### src/rtl/cpu_core_pkg.sv
// cpu_core_pkg: shared definitions for the cpu_core slice.
//   op_e     - 4-bit opcode encodings (instruction bits [15:12])
//   state_e  - core control states
//   AX..DX   - symbolic register indices 0..3
//   enc_rrr / enc_ri - instruction word builders for benches and memory images
package cpu_core_pkg;

  typedef enum logic [3:0] {
    OP_NOP = 4'd0,
    OP_LDI = 4'd1,
    OP_WRO = 4'd2,
    OP_ADD = 4'd3,
    OP_SUB = 4'd4,
    OP_AND = 4'd5,
    OP_OR  = 4'd6,
    OP_XOR = 4'd7,
    OP_SHL = 4'd8,
    OP_SHR = 4'd9,
    OP_MOV = 4'd10,
    OP_MUL = 4'd11,
    OP_HLT = 4'd15
  } op_e;

  typedef enum logic [1:0] {
    ST_RUN      = 2'd0,
    ST_OUT_WAIT = 2'd1,
    ST_MUL_BUSY = 2'd2,
    ST_HALT     = 2'd3
  } state_e;

  localparam logic [3:0] AX = 4'd0;
  localparam logic [3:0] BX = 4'd1;
  localparam logic [3:0] CX = 4'd2;
  localparam logic [3:0] DX = 4'd3;

  // Three-register form: {op, ra, rb, rc}
  function automatic logic [15:0] enc_rrr(input logic [3:0] op, input logic [3:0] ra,
                                          input logic [3:0] rb, input logic [3:0] rc);
    return {op, ra, rb, rc};
  endfunction

  // Immediate form: {op, ra, imm8}
  function automatic logic [15:0] enc_ri(input logic [3:0] op, input logic [3:0] ra,
                                         input logic [7:0] imm);
    return {op, ra, imm};
  endfunction

endpackage

### src/rtl/cpu_core_if.sv
// cpu_core_if: instruction fetch handshake plus back-pressured output port.
//   inst_valid/inst_ready/inst  - instruction channel (source -> core)
//   out_valid/out_ready/out     - WRO result channel (core -> sink)
// Modports: master = the core, slave = the environment (memory + sink).
interface cpu_core_if #(
  parameter int N = 16
);
  logic          inst_valid;
  logic          inst_ready;
  logic [15:0]   inst;
  logic          out_valid;
  logic          out_ready;
  logic [N-1:0]  out;

  modport master (
    input  inst_valid, inst, out_ready,
    output inst_ready, out_valid, out
  );

  modport slave (
    output inst_valid, inst, out_ready,
    input  inst_ready, out_valid, out
  );
endinterface

### src/rtl/cpu_alu.sv
// cpu_alu: combinational datapath for opcodes ADD..MOV.
//   op      in  4  opcode
//   a, b    in  N  operands (ra, rb)
//   result  out N  operation result mod 2^N
//   cf      out 1  carry-out (ADD) / borrow (SUB), 0 otherwise
//   zf      out 1  result == 0
module cpu_alu
  import cpu_core_pkg::*;
#(
  parameter int N = 16
) (
  input  logic [3:0]   op,
  input  logic [N-1:0] a,
  input  logic [N-1:0] b,
  output logic [N-1:0] result,
  output logic         cf,
  output logic         zf
);

  // Operation select; the extra top bit of the N+1 wide sum/difference is carry/borrow
  always_comb begin
    result = '0;
    cf     = 1'b0;
    case (op)
      OP_ADD:  {cf, result} = {1'b0, a} + {1'b0, b};
      OP_SUB:  {cf, result} = {1'b0, a} - {1'b0, b};
      OP_AND:  result = a & b;
      OP_OR:   result = a | b;
      OP_XOR:  result = a ^ b;
      OP_SHL:  result = a << b[3:0];
      OP_SHR:  result = a >> b[3:0];
      OP_MOV:  result = a;
      default: result = '0;
    endcase
    zf = (result == '0);
  end

endmodule

### src/rtl/cpu_core.sv
// cpu_core: one 16-bit instruction per accepted handshake over a REGN x N
// register file, with ZF/CF flags, back-pressured output port, HLT and
// sticky illegal-opcode/register detection.
//   clk, rst_n  - clock (rising edge), asynchronous active-low reset
//   bus         - cpu_core_if.master: inst_valid/inst_ready/inst, out_valid/out_ready/out
//   zf, cf      - flags of the last flag-updating op
//   halted      - core is in HALT
//   illegal     - sticky illegal opcode / register index indicator
// Build option: CPU_MUL_EN enables opcode 11 (MUL, iterative shift-add,
// N cycles); without it opcode 11 is illegal.
module cpu_core
  import cpu_core_pkg::*;
#(
  parameter int N    = 16,
  parameter int REGN = 16
) (
  input  logic      clk,
  input  logic      rst_n,
  cpu_core_if.master bus,
  output logic      zf,
  output logic      cf,
  output logic      halted,
  output logic      illegal
);

  localparam int IW = $clog2(REGN);

  state_e       state_r, state_s;
  logic [N-1:0] regs_r [REGN];
  logic [N-1:0] out_r, pend_r;
  logic         out_valid_r, zf_r, cf_r, illegal_r;

  logic [3:0]   op_s, ra_s, rb_s, rc_s;
  logic [N-1:0] ra_val_s, rb_val_s;
  logic [N-1:0] alu_res_s;
  logic         alu_cf_s, alu_zf_s;
  logic         regs_ok_s;

  logic         wr_en_s, flag_en_s, zf_s, cf_s;
  logic [3:0]   wr_idx_s;
  logic [N-1:0] wr_data_s, out_data_s;
  logic         out_load_s, pend_load_s, set_illegal_s;

`ifdef CPU_MUL_EN
  logic [2*N-1:0] mul_acc_r, mul_mcand_r, mul_acc_next_s;
  logic [N-1:0]   mul_mplier_r;
  logic [5:0]     mul_cnt_r;
  logic [3:0]     mul_rc_r;
  logic           mul_start_s, mul_step_s;
`endif

  // A register index is legal only if it addresses an implemented register
  function automatic logic reg_ok(input logic [3:0] idx);
    return ({1'b0, idx} < 5'(REGN));
  endfunction

  assign op_s = bus.inst[15:12];
  assign ra_s = bus.inst[11:8];
  assign rb_s = bus.inst[7:4];
  assign rc_s = bus.inst[3:0];

  assign ra_val_s = reg_ok(ra_s) ? regs_r[ra_s[IW-1:0]] : '0;
  assign rb_val_s = reg_ok(rb_s) ? regs_r[rb_s[IW-1:0]] : '0;

  cpu_alu #(.N(N)) u_alu (
    .op     (op_s),
    .a      (ra_val_s),
    .b      (rb_val_s),
    .result (alu_res_s),
    .cf     (alu_cf_s),
    .zf     (alu_zf_s)
  );

  // Register-index legality for the fields each opcode actually uses
  always_comb begin
    regs_ok_s = 1'b1;
    case (op_s)
      OP_LDI, OP_WRO: regs_ok_s = reg_ok(ra_s);
      OP_ADD, OP_SUB, OP_AND, OP_OR, OP_XOR, OP_SHL, OP_SHR, OP_MUL:
        regs_ok_s = reg_ok(ra_s) && reg_ok(rb_s) && reg_ok(rc_s);
      OP_MOV:  regs_ok_s = reg_ok(ra_s) && reg_ok(rc_s);
      default: regs_ok_s = 1'b1;
    endcase
  end

`ifdef CPU_MUL_EN
  assign mul_acc_next_s = mul_acc_r + (mul_mplier_r[0] ? mul_mcand_r : '0);
`endif

  // Next-state and datapath control
  always_comb begin
    state_s       = state_r;
    wr_en_s       = 1'b0;
    wr_idx_s      = rc_s;
    wr_data_s     = alu_res_s;
    flag_en_s     = 1'b0;
    zf_s          = alu_zf_s;
    cf_s          = alu_cf_s;
    out_load_s    = 1'b0;
    out_data_s    = ra_val_s;
    pend_load_s   = 1'b0;
    set_illegal_s = 1'b0;
`ifdef CPU_MUL_EN
    mul_start_s   = 1'b0;
    mul_step_s    = 1'b0;
`endif
    case (state_r)
      ST_RUN: begin
        if (bus.inst_valid && !regs_ok_s) begin
          set_illegal_s = 1'b1;
        end else if (bus.inst_valid) begin
          case (op_s)
            OP_NOP: state_s = ST_RUN;
            OP_LDI: begin
              wr_en_s   = 1'b1;
              wr_idx_s  = ra_s;
              wr_data_s = N'(bus.inst[7:0]);
            end
            OP_WRO: begin
              // Sink still holding an unconsumed value: park this one
              if (bus.out_valid && !bus.out_ready) begin
                pend_load_s = 1'b1;
                state_s     = ST_OUT_WAIT;
              end else begin
                out_load_s  = 1'b1;
              end
            end
            OP_ADD, OP_SUB, OP_AND, OP_OR, OP_XOR, OP_SHL, OP_SHR: begin
              wr_en_s   = 1'b1;
              flag_en_s = 1'b1;
            end
            OP_MOV: wr_en_s = 1'b1;
`ifdef CPU_MUL_EN
            OP_MUL: begin
              mul_start_s = 1'b1;
              state_s     = ST_MUL_BUSY;
            end
`endif
            OP_HLT:  state_s = ST_HALT;
            default: set_illegal_s = 1'b1;
          endcase
        end else begin
          state_s = ST_RUN;
        end
      end
      ST_OUT_WAIT: begin
        if (bus.out_ready) begin
          out_load_s = 1'b1;
          out_data_s = pend_r;
          state_s    = ST_RUN;
        end else begin
          state_s    = ST_OUT_WAIT;
        end
      end
`ifdef CPU_MUL_EN
      ST_MUL_BUSY: begin
        mul_step_s = 1'b1;
        if (mul_cnt_r == 6'(N - 1)) begin
          wr_en_s   = 1'b1;
          wr_idx_s  = mul_rc_r;
          wr_data_s = mul_acc_next_s[N-1:0];
          flag_en_s = 1'b1;
          zf_s      = (mul_acc_next_s[N-1:0] == '0);
          cf_s      = |mul_acc_next_s[2*N-1:N];
          state_s   = ST_RUN;
        end else begin
          state_s   = ST_MUL_BUSY;
        end
      end
`endif
      ST_HALT: state_s = ST_HALT;
      default: state_s = ST_RUN;
    endcase
  end

  // State register
  always_ff @(posedge clk or negedge rst_n) begin
    if (!rst_n) state_r <= ST_RUN;
    else        state_r <= state_s;
  end

  // Register file write port
  always_ff @(posedge clk or negedge rst_n) begin
    if (!rst_n) begin
      for (int i = 0; i < REGN; i++) regs_r[i] <= '0;
    end else if (wr_en_s) begin
      regs_r[wr_idx_s[IW-1:0]] <= wr_data_s;
    end
  end

  // Output port: a new load wins over a simultaneous consume
  always_ff @(posedge clk or negedge rst_n) begin
    if (!rst_n) begin
      out_r       <= '0;
      out_valid_r <= 1'b0;
      pend_r      <= '0;
    end else begin
      if (out_load_s) begin
        out_r       <= out_data_s;
        out_valid_r <= 1'b1;
      end else if (out_valid_r && bus.out_ready) begin
        out_valid_r <= 1'b0;
      end
      if (pend_load_s) pend_r <= ra_val_s;
    end
  end

  // Flags and sticky illegal indicator
  always_ff @(posedge clk or negedge rst_n) begin
    if (!rst_n) begin
      zf_r      <= 1'b0;
      cf_r      <= 1'b0;
      illegal_r <= 1'b0;
    end else begin
      if (flag_en_s) begin
        zf_r <= zf_s;
        cf_r <= cf_s;
      end
      if (set_illegal_s) illegal_r <= 1'b1;
    end
  end

`ifdef CPU_MUL_EN
  // Shift-add multiplier: one multiplier bit per cycle
  always_ff @(posedge clk or negedge rst_n) begin
    if (!rst_n) begin
      mul_acc_r    <= '0;
      mul_mcand_r  <= '0;
      mul_mplier_r <= '0;
      mul_cnt_r    <= 6'd0;
      mul_rc_r     <= 4'd0;
    end else if (mul_start_s) begin
      mul_acc_r    <= '0;
      mul_mcand_r  <= (2*N)'(ra_val_s);
      mul_mplier_r <= rb_val_s;
      mul_cnt_r    <= 6'd0;
      mul_rc_r     <= rc_s;
    end else if (mul_step_s) begin
      mul_acc_r    <= mul_acc_next_s;
      mul_mcand_r  <= mul_mcand_r << 1;
      mul_mplier_r <= mul_mplier_r >> 1;
      mul_cnt_r    <= mul_cnt_r + 6'd1;
    end
  end
`endif

  assign bus.inst_ready = (state_r == ST_RUN);
  assign bus.out        = out_r;
  assign bus.out_valid  = out_valid_r;
  assign zf             = zf_r;
  assign cf             = cf_r;
  assign halted         = (state_r == ST_HALT);
  assign illegal        = illegal_r;

endmodule
### src/flat_wrapper.sv
// flat-port wrapper written by rule: the top's interface ports become plain ports
module cpu_core_flat import cpu_core_pkg::*;
#(
  parameter int N    = 16,
  parameter int REGN = 16
)
  (clk, rst_n, zf, cf, halted, illegal, bus_inst_valid, bus_inst, bus_out_ready, bus_inst_ready, bus_out_valid, bus_out);
  cpu_core_if #(.N(N)) bus_i ();
  input  logic clk;
  input  logic rst_n;
  output logic zf;
  output logic cf;
  output logic halted;
  output logic illegal;
  input wire logic [$bits(bus_i.inst_valid)-1:0] bus_inst_valid;
  input wire logic [$bits(bus_i.inst)-1:0] bus_inst;
  input wire logic [$bits(bus_i.out_ready)-1:0] bus_out_ready;
  output wire logic [$bits(bus_i.inst_ready)-1:0] bus_inst_ready;
  output wire logic [$bits(bus_i.out_valid)-1:0] bus_out_valid;
  output wire logic [$bits(bus_i.out)-1:0] bus_out;
  assign bus_i.inst_valid = bus_inst_valid;
  assign bus_i.inst = bus_inst;
  assign bus_i.out_ready = bus_out_ready;
  assign bus_inst_ready = bus_i.inst_ready;
  assign bus_out_valid = bus_i.out_valid;
  assign bus_out = bus_i.out;
  cpu_core #(.N(N), .REGN(REGN)) u_core (.clk(clk), .rst_n(rst_n), .bus(bus_i), .zf(zf), .cf(cf), .halted(halted), .illegal(illegal));
endmodule
### config.mk
export PLATFORM = sky130hd
export DESIGN_NAME = cpu_core_flat
export DESIGN_NICKNAME = d
export VERILOG_FILES = /design/src/rtl/cpu_core_pkg.sv /design/src/rtl/cpu_core_if.sv /design/src/rtl/cpu_alu.sv /design/src/rtl/cpu_core.sv /design/src/flat_wrapper.sv
export SDC_FILE = /design/constraint.sdc
export NUM_CORES = 1
export LEC_CHECK = 0
export CAP_MARGIN = 10
export CORE_ASPECT_RATIO = 1.1
export CORE_UTILIZATION = 67
export CTS_BUF_LIST = sky130_fd_sc_hd__clkbuf_8
export DETAILED_ROUTE_END_ITERATION = 12
export DONT_BUFFER_PORTS = 1
export PLACE_DENSITY = 0.83
export SLEW_MARGIN = 20
export SYNTH_ARGS = -nofsm -noshare
export SYNTH_HDL_FRONTEND = slang
export SYNTH_SLANG_ARGS = --single-unit
### constraint.sdc
create_clock -name clk -period 6.4 [get_ports clk]
set_input_delay 0.64 -clock clk [delete_from_list [all_inputs] [get_ports clk]]
set_output_delay 0.64 -clock clk [all_outputs]
set_load 0.01 [all_outputs]
==> results of run 1 <==
## state kept, by name (all words and copies together) (netlist names)
signal,count
u_core.bus.out,16
u_core.bus.out_valid,1
u_core.cf,1
u_core.illegal,1
u_core.pend_r,16
u_core.regs_r,256
u_core.state_r,2
u_core.zf,1
## final timing paths
check                                   startpoint           endpoint  slack [ps]  depth (start not counted)
worst max-delay path            u_core.regs_r[177]          u_core.zf         680                         16
worst min-delay path                         rst_n     u_core.illegal        -240                          0
worst max register to register  u_core.regs_r[177]          u_core.zf         680                         16
worst min register to register    u_core.pend_r[9]   u_core.pend_r[9]         480                          2
max in group asynchronous                    rst_n  u_core.regs_r[88]        6170                          0
min in group clk                     bus_out_ready  u_core.state_r[0]         160                          1
## worst max-delay path, cell delays in order (launching register included)
cell	delay [ps]
dfrtp_1	400
mux4_2	500
a22o_1	260
a221oi_4	380
buf_4	410
ha_1	200
o21ba_2	170
o311ai_0	570
a21oi_1	250
nand2_1	120
o211ai_1	100
a222oi_1	640
nand4_1	410
nor4_2	320
nand4_1	410
nor4_1	400
a21o_1	110
## routing by layer
layer / up-vias / track usage / wire length (um)
met1: 7917 / 0.5562 / 21720
met4: 2 / 0.2783 / 4339
met5: - / 0 / 13
met2: 1131 / 0.6986 / 28550
li1: 6866 / - / -
met3: 302 / 0.1154 / 7478
## final cells by class
type,count,area (sq um)
clock buffers,61,839.6
clock inverters,26,182.7
fillers,1939,7325
inverters,54,205.2
multi-input cells,1412,10480
flip-flops and latches,294,7357
well taps,357,446.7
repair buffers,48,360.3
## layout by cell type, fill, tap and decap left out, types with 5 or more instances in the layout
cell type and instances:
clkinv_2 7, or3_1 5, a21oi_1 67, nor2b_1 15, a211oi_1 8, nand2_1 374
a221oi_1 12, o21ai_0 324, mux2i_1 58, a21o_1 6, nand2b_1 12, nor3_1 20
xnor2_1 5, and2_1 13, clkbuf_8 61, a22oi_1 37, mux4_2 142, nand3_1 19
o211ai_1 6, buf_4 48, dfrtp_1 294, o22ai_1 35, ha_1 51, inv_1 62
mux2_2 6, a31oi_1 5, nor2_1 90
## cells by family (layout without fill, tap and decap cells)
logic type,Yosys count,count (layout)
xor+xnor,6,6
flops,294,294
buf+inv,206,189
compound gates,571,571
simple gates,574,574
mux,208,208
fa+ha+maj,53,53
## stage by stage
stage	hold slack [ps]	setup slack [ps]
after floorplan	344.4	838.2
after detailed placement	352.6	802.1
after global placement	355.3	845.0
after global routing	-251.3	598.2
after CTS	-266.7	1025
final	-241.0	676.8
## report_power, final
| group | internal [mW] | switching, mW | leakage [nW] |
|---|---|---|---|
| logic | 0.920 | 1.41 | 3.77 |
| clock network | 0.945 | 0.803 | 0.582 |
| registers | 2.20 | 0.296 | 4.01 |
| total | 4.07 | 2.51 | 8.36 |
==> impl_metrics.csv, run 1 <==
group,metric,value,unit
status,status,"complete, but fails checks",
status,violations,"negative hold slack",
setup_path,start_kind,"register",
yosys,yosys-top-cells-area,"dfrtp_1, mux4_2, o21ai_0",
setup_path,critical_path_class,"register to register",
clocking,insertion_delay,590,ps
floorplanning,die_h,177.4,um
floorplanning,fp-row-count,63,
setup_path,cp.arrival,6250,ps
detailed_routing,avgViaCountPerCell,7.202,
detailed_routing,dr_total_vias,16220,
sta,rsz0062_at_grt,"false",
detailed_routing,drc,0,
detailed_routing,drtAntennaViolNets,0,
sta,finalHoldViolations,294,
final_layout,postLayoutCoreUtil,0.7307,
place,dpl-instance-area,0.01885,sq mm
final_layout,num_antenna_cells,0,
yosys,yosysUniqueCellTypes,83,
yosys,synth_compound_area_frac,0.1836,
yosys,ys_seq_elements,294,
clocking,cts_tree,"built",
power_and_ir_drop,ir_drop,275.8,uV
sta,period_share,0.8942,
yosys,yosysSeqAreaShare,0.3926,
yosys,synth_most_common_cell,"nand2_1",
sta,min_period,5723,ps
grt,overflow,0,
floorplanning,initial_utilization,0.6890,
final_layout,area_growth,6.043,%
sta,finalClockSkew,28.07,ps
floorplanning,die-width,161.5,um
floorplanning,core-area,0.02719,sq mm
yosys,ys.flop_type,"dfrtp_1",
yosys,synth.mux.area_fraction,0.2067,
clocking,cts_buffers,48,
yosys,synth_common_cells,"nand2_1, o21ai_0, dfrtp_1, mux4_2, clkbuf_1",
sta,setup_tns,0,ps
setup_path,crit_required,6930,ps
yosys,async_flop_share,1.000,
sta,fmax,174.7,MHz
clocking,cts_buffer_depth,3,
place,portBuffers,0,
final_layout,stdcell_count,2252,
power_and_ir_drop,powerDensity,331.1,mW/mm^2
yosys,synth_top_area_frac,0.3926,
min_path,hp-class,"input pin to asynchronous set/reset pin",
sta,worst_slew_pin_slew,1033,ps
place,place_congestion,1.061,
setup_path,cp_max_fo,25,
detailed_routing,routed_wl,62.10,mm
clocking,cts.reportedPaths.clkPinSlew,70,ps
final_layout,drive_gt1_frac,0.1609,
grt,antenna_found_initial,1,
grt,grt_max_degree,295,
grt,grt.total_usage,0.4454,
power_and_ir_drop,total_power,6.579,mW
yosys,synth_edf_count,0,
floorplanning,die-area,0.02864,sq mm
yosys,synth_warnings,0,
clocking,cts_resized,0,
place,dpl.cell_count,2165,
place,hpwl,40.59,mm
yosys,synth_xor_area_frac,0.002804,
clocking,cts_num_sinks,294,
grt,first_global_vias,15950,
clocking,root_buffer,"clkbuf_8",
sta,drv_slew,0,
yosys,synth_top_family_by_area,"multiplexers",
yosys,yosys.area_share.simple,0.1299,
detailed_routing,drt_iter0_drc,2093,
setup_path,cp-end-kind,"register",
clocking,post_cts_buffers,0,
yosys,netlist_area,0.01874,sq mm
clocking,h-tree-depth,2,
sta,setup_viol,0,
final_layout,nets,1931,
yosys,synthCells,1912,
yosys,synth_adder_area_share,0.03619,
floorplanning,pin_count,42,
power_and_ir_drop,p_leak,8.358,nW
sta,hold_ws,-241.0,ps
yosys,yosys.area.top_type,"dfrtp_1",
yosys,avgSynthCellArea,9.800,sq um
flow_run,drv_cap,0,
grt,grt_pass1_wl,94.49,mm
detailed_routing,first_pass_iters,8,
yosys,syn_nets,1985,
sta,slew_headroom,0.3101,
detailed_routing,wire_per_inst,27.58,um
final_layout,final_area,0.01987,sq mm
Power figures use the tool's default switching activity.
==> run 2, diff against run 1 <==
- CELL_PAD_IN_SITES_DETAIL_PLACEMENT: unset -> 0
- CELL_PAD_IN_SITES_GLOBAL_PLACEMENT: unset -> 2
- CORE_UTILIZATION: 67 -> 44
- CTS_CLUSTER_DIAMETER: unset -> 30
- PLACE_DENSITY: 0.83 -> unset
- PLACE_DENSITY_LB_ADDON: unset -> 0.1
==> impl_metrics.csv, run 2 (synthesized netlist as in run 1, its figures left out) <==
group,metric,value,unit
status,status,"complete, but fails checks",
status,violations,"negative hold slack",
detailed_routing,drc,0,
sta,setup_viol,0,
place,hpwl,42.92,mm
setup_path,cp_cell_sequence,"mux4_2 -> mux4_2 -> inv_2 -> ha_1 -> o311ai_0 -> a21oi_1 -> nand2_1 -> o211ai_1 -> a222oi_1 -> nand4_1 -> nor4_2 -> nand4_1 -> nor4_1 -> a21o_1",
final_layout,drive_gt1_frac,0.1871,
final_layout,top_register,"u_core.regs_r",
sta,setup_tns,0,ps
clocking,cts_tree,"built",
floorplanning,initial_utilization,0.4507,
sta,fmax,192.0,MHz
final_layout,area_growth,11.63,%
setup_path,path_delay_family,"compound AO/OA/AOI/OAI gates",
setup_path,start_kind,"register",
setup_path,max_stage_delay,680,ps
grt,grt_max_degree,295,
clocking,cts_num_sinks,294,
clocking,h-tree-depth,3,
final_layout,layout_common_cells,"nand2_1, o21ai_0, dfrtp_1",
clocking,cts_resized,0,
sta,rsz0062_at_grt,"false",
sta,finalHoldViolations,294,
clocking,cts.reportedPaths.clkPinSlew,50,ps
sta,finalClockSkew,34.37,ps
setup_path,crit_required,7000,ps
place,place_ws,1050,ps
clocking,cts_buffer_depth,3,
clocking,cts_buffers,76,
final_layout,final_common_cell,"nand2_1",
power_and_ir_drop,total_power,7.607,mW
place,place_congestion,0.9720,
sta,period_share,0.8138,
final_layout,num_antenna_cells,0,
sta,min_period,5209,ps
place,dpl.cell_count,2362,
grt,antenna_found_initial,0,
final_layout,nets,1953,
floorplanning,fp-row-count,78,
clocking,post_cts_buffers,0,
power_and_ir_drop,p_leak,8.723,nW
setup_path,slowest_stage,"o311ai_0",
grt,grt_pass1_wl,99.64,mm
final_layout,largest_reg_flops,256,
sta,worst_slack,1191,ps
floorplanning,core-area,0.04157,sq mm
detailed_routing,dr_total_vias,15330,
sta,worst_slew_pin_slew,1102,ps
grt,grt.total_usage,0.3137,
setup_path,cp-end-kind,"register",
sta,drv_slew,0,
place,portBuffers,0,
clocking,root_buffer,"clkbuf_8",
sta,hold_ws,-300.5,ps
grt,first_global_vias,15400,
power_and_ir_drop,ir_drop,226.8,uV
floorplanning,die-area,0.04342,sq mm
floorplanning,pin_count,42,
sta,slew_headroom,0.2650,
detailed_routing,routed_wl,65.44,mm
setup_path,cp_num_buf_inv,1,
detailed_routing,avgViaCountPerCell,6.133,
floorplanning,die_h,218.4,um
final_layout,final.fill_count,3946,
min_path,hp-class,"input pin to asynchronous set/reset pin",
detailed_routing,first_pass_iters,6,
detailed_routing,drtAntennaViolNets,0,
clocking,insertion_delay,660,ps
grt,overflow,0,
detailed_routing,wire_per_inst,26.18,um
detailed_routing,drt_iter0_drc,1146,
setup_path,critical_path_class,"register to register",
floorplanning,die-width,198.8,um
setup_path,cp_max_fo,16,
final_layout,stdcell_count,2500,
power_and_ir_drop,powerDensity,363.6,mW/mm^2
setup_path,cp.arrival,5810,ps
flow_run,drv_cap,0,
-- run 2: cell count changes in the layout (fill, tap and decap cells not counted), sizes merged --
cell / change
clkbuf: +28
clkinvlp: +6
bufinv: +12
buf: -6
inv: -2
clkinv: +7
-- run 2: cell type report --
type | instances | area (sq um) | area share
clock buffer | 89 | 1225 | 0.05856
clock inverter | 49 | 608.1 | 0.02907
inverter | 54 | 205.2 | 0.009810
multi-input combinational | 1412 | 10510 | 0.5023
sequential | 294 | 7357 | 0.3517
tap | 560 | 700.7 | 0.03350
timing repair buffer | 42 | 315.3 | 0.01507
-- run 2: where the power goes --
part           switching [mW]  internal, mW  leakage, nW
logic                    1.36         0.926         3.74
clock network            1.00          1.84        0.968
registers               0.277          2.21         4.01
-- run 2: routing by layer --
layer / vias up / part of all wire / wire length, um / global-route usage
li1: 6937 / - / - / -
met1: 7692 / 0.42 / 27410 / 0.4100
met2: 562 / 0.48 / 31140 / 0.5040
met3: 141 / 0.066 / 4301 / 0.06235
met4: 0 / 0.039 / 2582 / 0.1403
met5: - / 0 / 0 / 0
-- run 2: worst paths after layout --
check                                  start                 end  slack (ps)  cells after the start
setup / recovery            u_core.regs_r[2]           u_core.zf        1190                     14
hold / removal                         rst_n  u_core.regs_r[212]        -300                      0
setup reg to reg            u_core.regs_r[2]           u_core.zf        1190                     14
hold reg to reg            u_core.pend_r[15]   u_core.pend_r[15]         480                      2
max in group asynchronous              rst_n      u_core.illegal        5780                      0
min in group clk               bus_out_ready   u_core.state_r[0]          80                      1
-- run 2: through the flow --
step / instance area (sq um) / util
5_1_grt: 20920 / 0.5031
2_1_floorplan: 18740 / -
6_report: 20920 / 0.5031
4_1_cts: 20910 / 0.5030
3_3_place_gp: 19080 / 0.4589
3_5_place_dp: 19080 / 0.4589
==> run 3, diff against run 2 <==
- ABC_AREA: unset -> 1
- CORE_UTILIZATION: 44 -> 35
- clock period: 6.4 -> 4.4 ns (I/O delays scaled with it)
==> impl_metrics.csv, run 3 <==
group,metric,value,unit
detailed_routing,dr_total_vias,20090,
detailed_routing,top_layer_used,"met4",
clocking,h-tree-depth,3,
yosys,netlist_area,0.02024,sq mm
detailed_routing,drtAntennaViolNets,0,
yosys,yosysUniqueCellTypes,57,
yosys,yosys-top-cells-area,"dfrtp_1, nand2_1, nand3_1",
status,status,"complete, but fails checks",
sta,slew_headroom,0.2377,
floorplanning,initial_utilization,0.3538,
power_and_ir_drop,p_sw_frac,0.3401,
place,place_ws,283.2,ps
clocking,insertion_delay,680,ps
detailed_routing,routed_wl,83.81,mm
grt,antenna_found_initial,1,
setup_path,cp_max_fo,31,
place,place_congestion,0.9950,
yosys,synth_edf_count,0,
yosys,synth_warnings,0,
yosys,synthCells,2894,
final_layout,postLayoutCoreUtil,0.4035,
power_and_ir_drop,p_sw,3.698,mW
sta,hold_ws,-534.0,ps
yosys,synth_most_common_cell,"nand2_1",
grt,overflow,0,
detailed_routing,met3_length,4.242,mm
yosys,avgSynthCellArea,6.994,sq um
detailed_routing,wl_met2,38.71,mm
power_and_ir_drop,p_clk_frac,0.423,
final_layout,area_growth,14.04,%
sta,setup_tns,0,ps
place,dpl-instance-area,0.02092,sq mm
flow_run,drv_cap,0,
clocking,cts_buffer_depth,3,
grt,grt_pass1_wl,126.1,mm
final_layout,final_common_cell,"nand2_1",
sta,min_period,3836,ps
sta,setup_viol,0,
final_layout,largest_reg_flops,256,
setup_path,start_kind,"register",
floorplanning,die_h,254.2,um
final_layout,top_register,"u_core.regs_r",
min_path,hp-class,"input pin to asynchronous set/reset pin",
floorplanning,core-area,0.05721,sq mm
final_layout,final.fill_count,6087,
power_and_ir_drop,power.share.combinational,0.244,
power_and_ir_drop,ir_drop,209.1,uV
clocking,cts_buffers,91,
detailed_routing,drc,0,
detailed_routing,first_pass_iters,5,
setup_path,cp-end-kind,"register",
sta,rsz0062_at_grt,"false",
detailed_routing,drt_iter0_drc,1763,
power_and_ir_drop,powerDensity,471.0,mW/mm^2
sta,worst_slack,564.2,ps
clocking,post_cts_buffers,0,
clocking,cts_num_sinks,294,
power_and_ir_drop,p_int,7.174,mW
sta,period_share,0.8718,
detailed_routing,wire_per_inst,22.56,um
yosys,yosysSeqAreaShare,0.3635,
grt,first_global_vias,19510,
yosys,synth_top_area_frac,0.3635,
yosys,synth_common_cells,"nand2_1, nand3_1, dfrtp_1, inv_1, o21ai_0",
floorplanning,pin_count,42,
floorplanning,fp-row-count,92,
yosys,async_flop_share,1.000,
final_layout,final_area,0.02308,sq mm
sta,drv_slew,0,
setup_path,critical_path_class,"register to register",
power_and_ir_drop,p_leak,10.66,nW
yosys,ys.flop_type,"dfrtp_1",
power_and_ir_drop,power_frac_seq,0.334,
floorplanning,die-area,0.05880,sq mm
status,violations,"negative hold slack",
final_layout,nets,2957,
clocking,root_buffer,"clkbuf_8",
sta,finalClockSkew,45.03,ps
floorplanning,die-width,231.3,um
detailed_routing,avgViaCountPerCell,5.407,
yosys,ys_seq_elements,294,
sta,finalHoldViolations,294,
final_layout,layout_common_cells,"nand2_1, nand3_1, inv_1",
sta,worst_slew_pin_slew,1144,ps
setup_path,crit_required,4900,ps
clocking,cts_tree,"built",
yosys,syn_nets,2967,
clocking,cts.reportedPaths.clkPinSlew,50,ps
grt,grt.total_usage,0.2870,
clocking,cts_resized,0,
yosys,yosys.area.top_type,"dfrtp_1",
place,hpwl,56.10,mm
place,portBuffers,0,
grt,grt_max_degree,295,
detailed_routing,met1Wirelength,37.44,mm
final_layout,drive_gt1_frac,0.1189,
sta,fmax,260.7,MHz
clocking,holdBufCountCts,2,
setup_path,cp.arrival,4340,ps
## run 3: power by group through the flow
| stage | clock, mW | combinational (mW) | sequential, mW |
|---|---|---|---|
| 2_1_floorplan | 0 | 1.93 | 3.55 |
| 3_3_place_gp | 0 | 2.61 | 3.64 |
| 4_1_cts | 4.69 | 2.64 | 3.62 |
| 3_5_place_dp | 0 | 2.62 | 3.65 |
| 6_report | 4.59 | 2.65 | 3.63 |
| 5_1_grt | 4.85 | 2.98 | 3.69 |
## run 3: worst paths after layout
path / depth (start not counted) / slack, ps / start / end
worst max register to register: 15 / 560 / u_core.regs_r[49] / u_core.regs_r[52]
max in group asynchronous: 0 / 4160 / rst_n / u_core.regs_r[173]
worst max-delay path: 15 / 560 / u_core.regs_r[49] / u_core.regs_r[52]
min in group clk: 4 / 60 / bus_inst[15] / u_core.state_r[1]
worst min-delay path: 0 / -530 / rst_n / u_core.bus.out[2]
worst min register to register: 2 / 480 / u_core.pend_r[6] / u_core.pend_r[6]
## run 3: logic make-up (layout without fill, tap and decap cells)
family	Yosys count	in the layout	share of synthesized area
DFF	294	294	0.3635
AOI/OAI and AO/OA	715	715	0.2005
other	0	3	0
and+or+nand+nor	1316	1316	0.2894
xor gates and xnor gates	2	2	0.0008656
adders and majority gates	53	53	0.03350
buffers and inverters	514	580	0.1123
## run 3: per-layer routing
metal | global-route usage | up-vias
met5 | 0 | -
met4 | 0.1270 | 0
met3 | 0.03857 | 148
met2 | 0.4640 | 655
met1 | 0.3819 | 9644
li1 | - | 9641
## run 3: worst max-delay path, cell delays in order, from the launching register on
cell,delay [ps]
dfrtp_1,410
o211ai_1,280
nand3_1,110
nand3_1,180
nand2_1,210
buf_4,300
fa_1,430
inv_1,190
a21oi_1,120
xor2_1,150
o2111ai_1,260
nor2_1,180
nand3_1,220
a21oi_2,180
buf_4,300
o21ai_0,120
## run 3: area by class of cell
class | instances | area [sq um] | share of cell area
multi-input cells | 2086 | 10610 | 0.4598
flip-flops and latches | 294 | 7357 | 0.3187
clock buffers | 118 | 1624 | 0.07036
inverters | 326 | 1231 | 0.05334
well taps | 752 | 940.9 | 0.04076
repair buffers | 85 | 793.3 | 0.03437
clock inverters | 51 | 515.5 | 0.02233
diodes | 3 | 7.507 | 0.0003252
## run 3: metrics by stage
step                power [mW]  std cells
floorplan                5.486       2894
global placement         6.248       3541
detailed placement       6.276       3541
CTS                      10.95       3712
global route             11.52       3714
finish                   10.87       3715
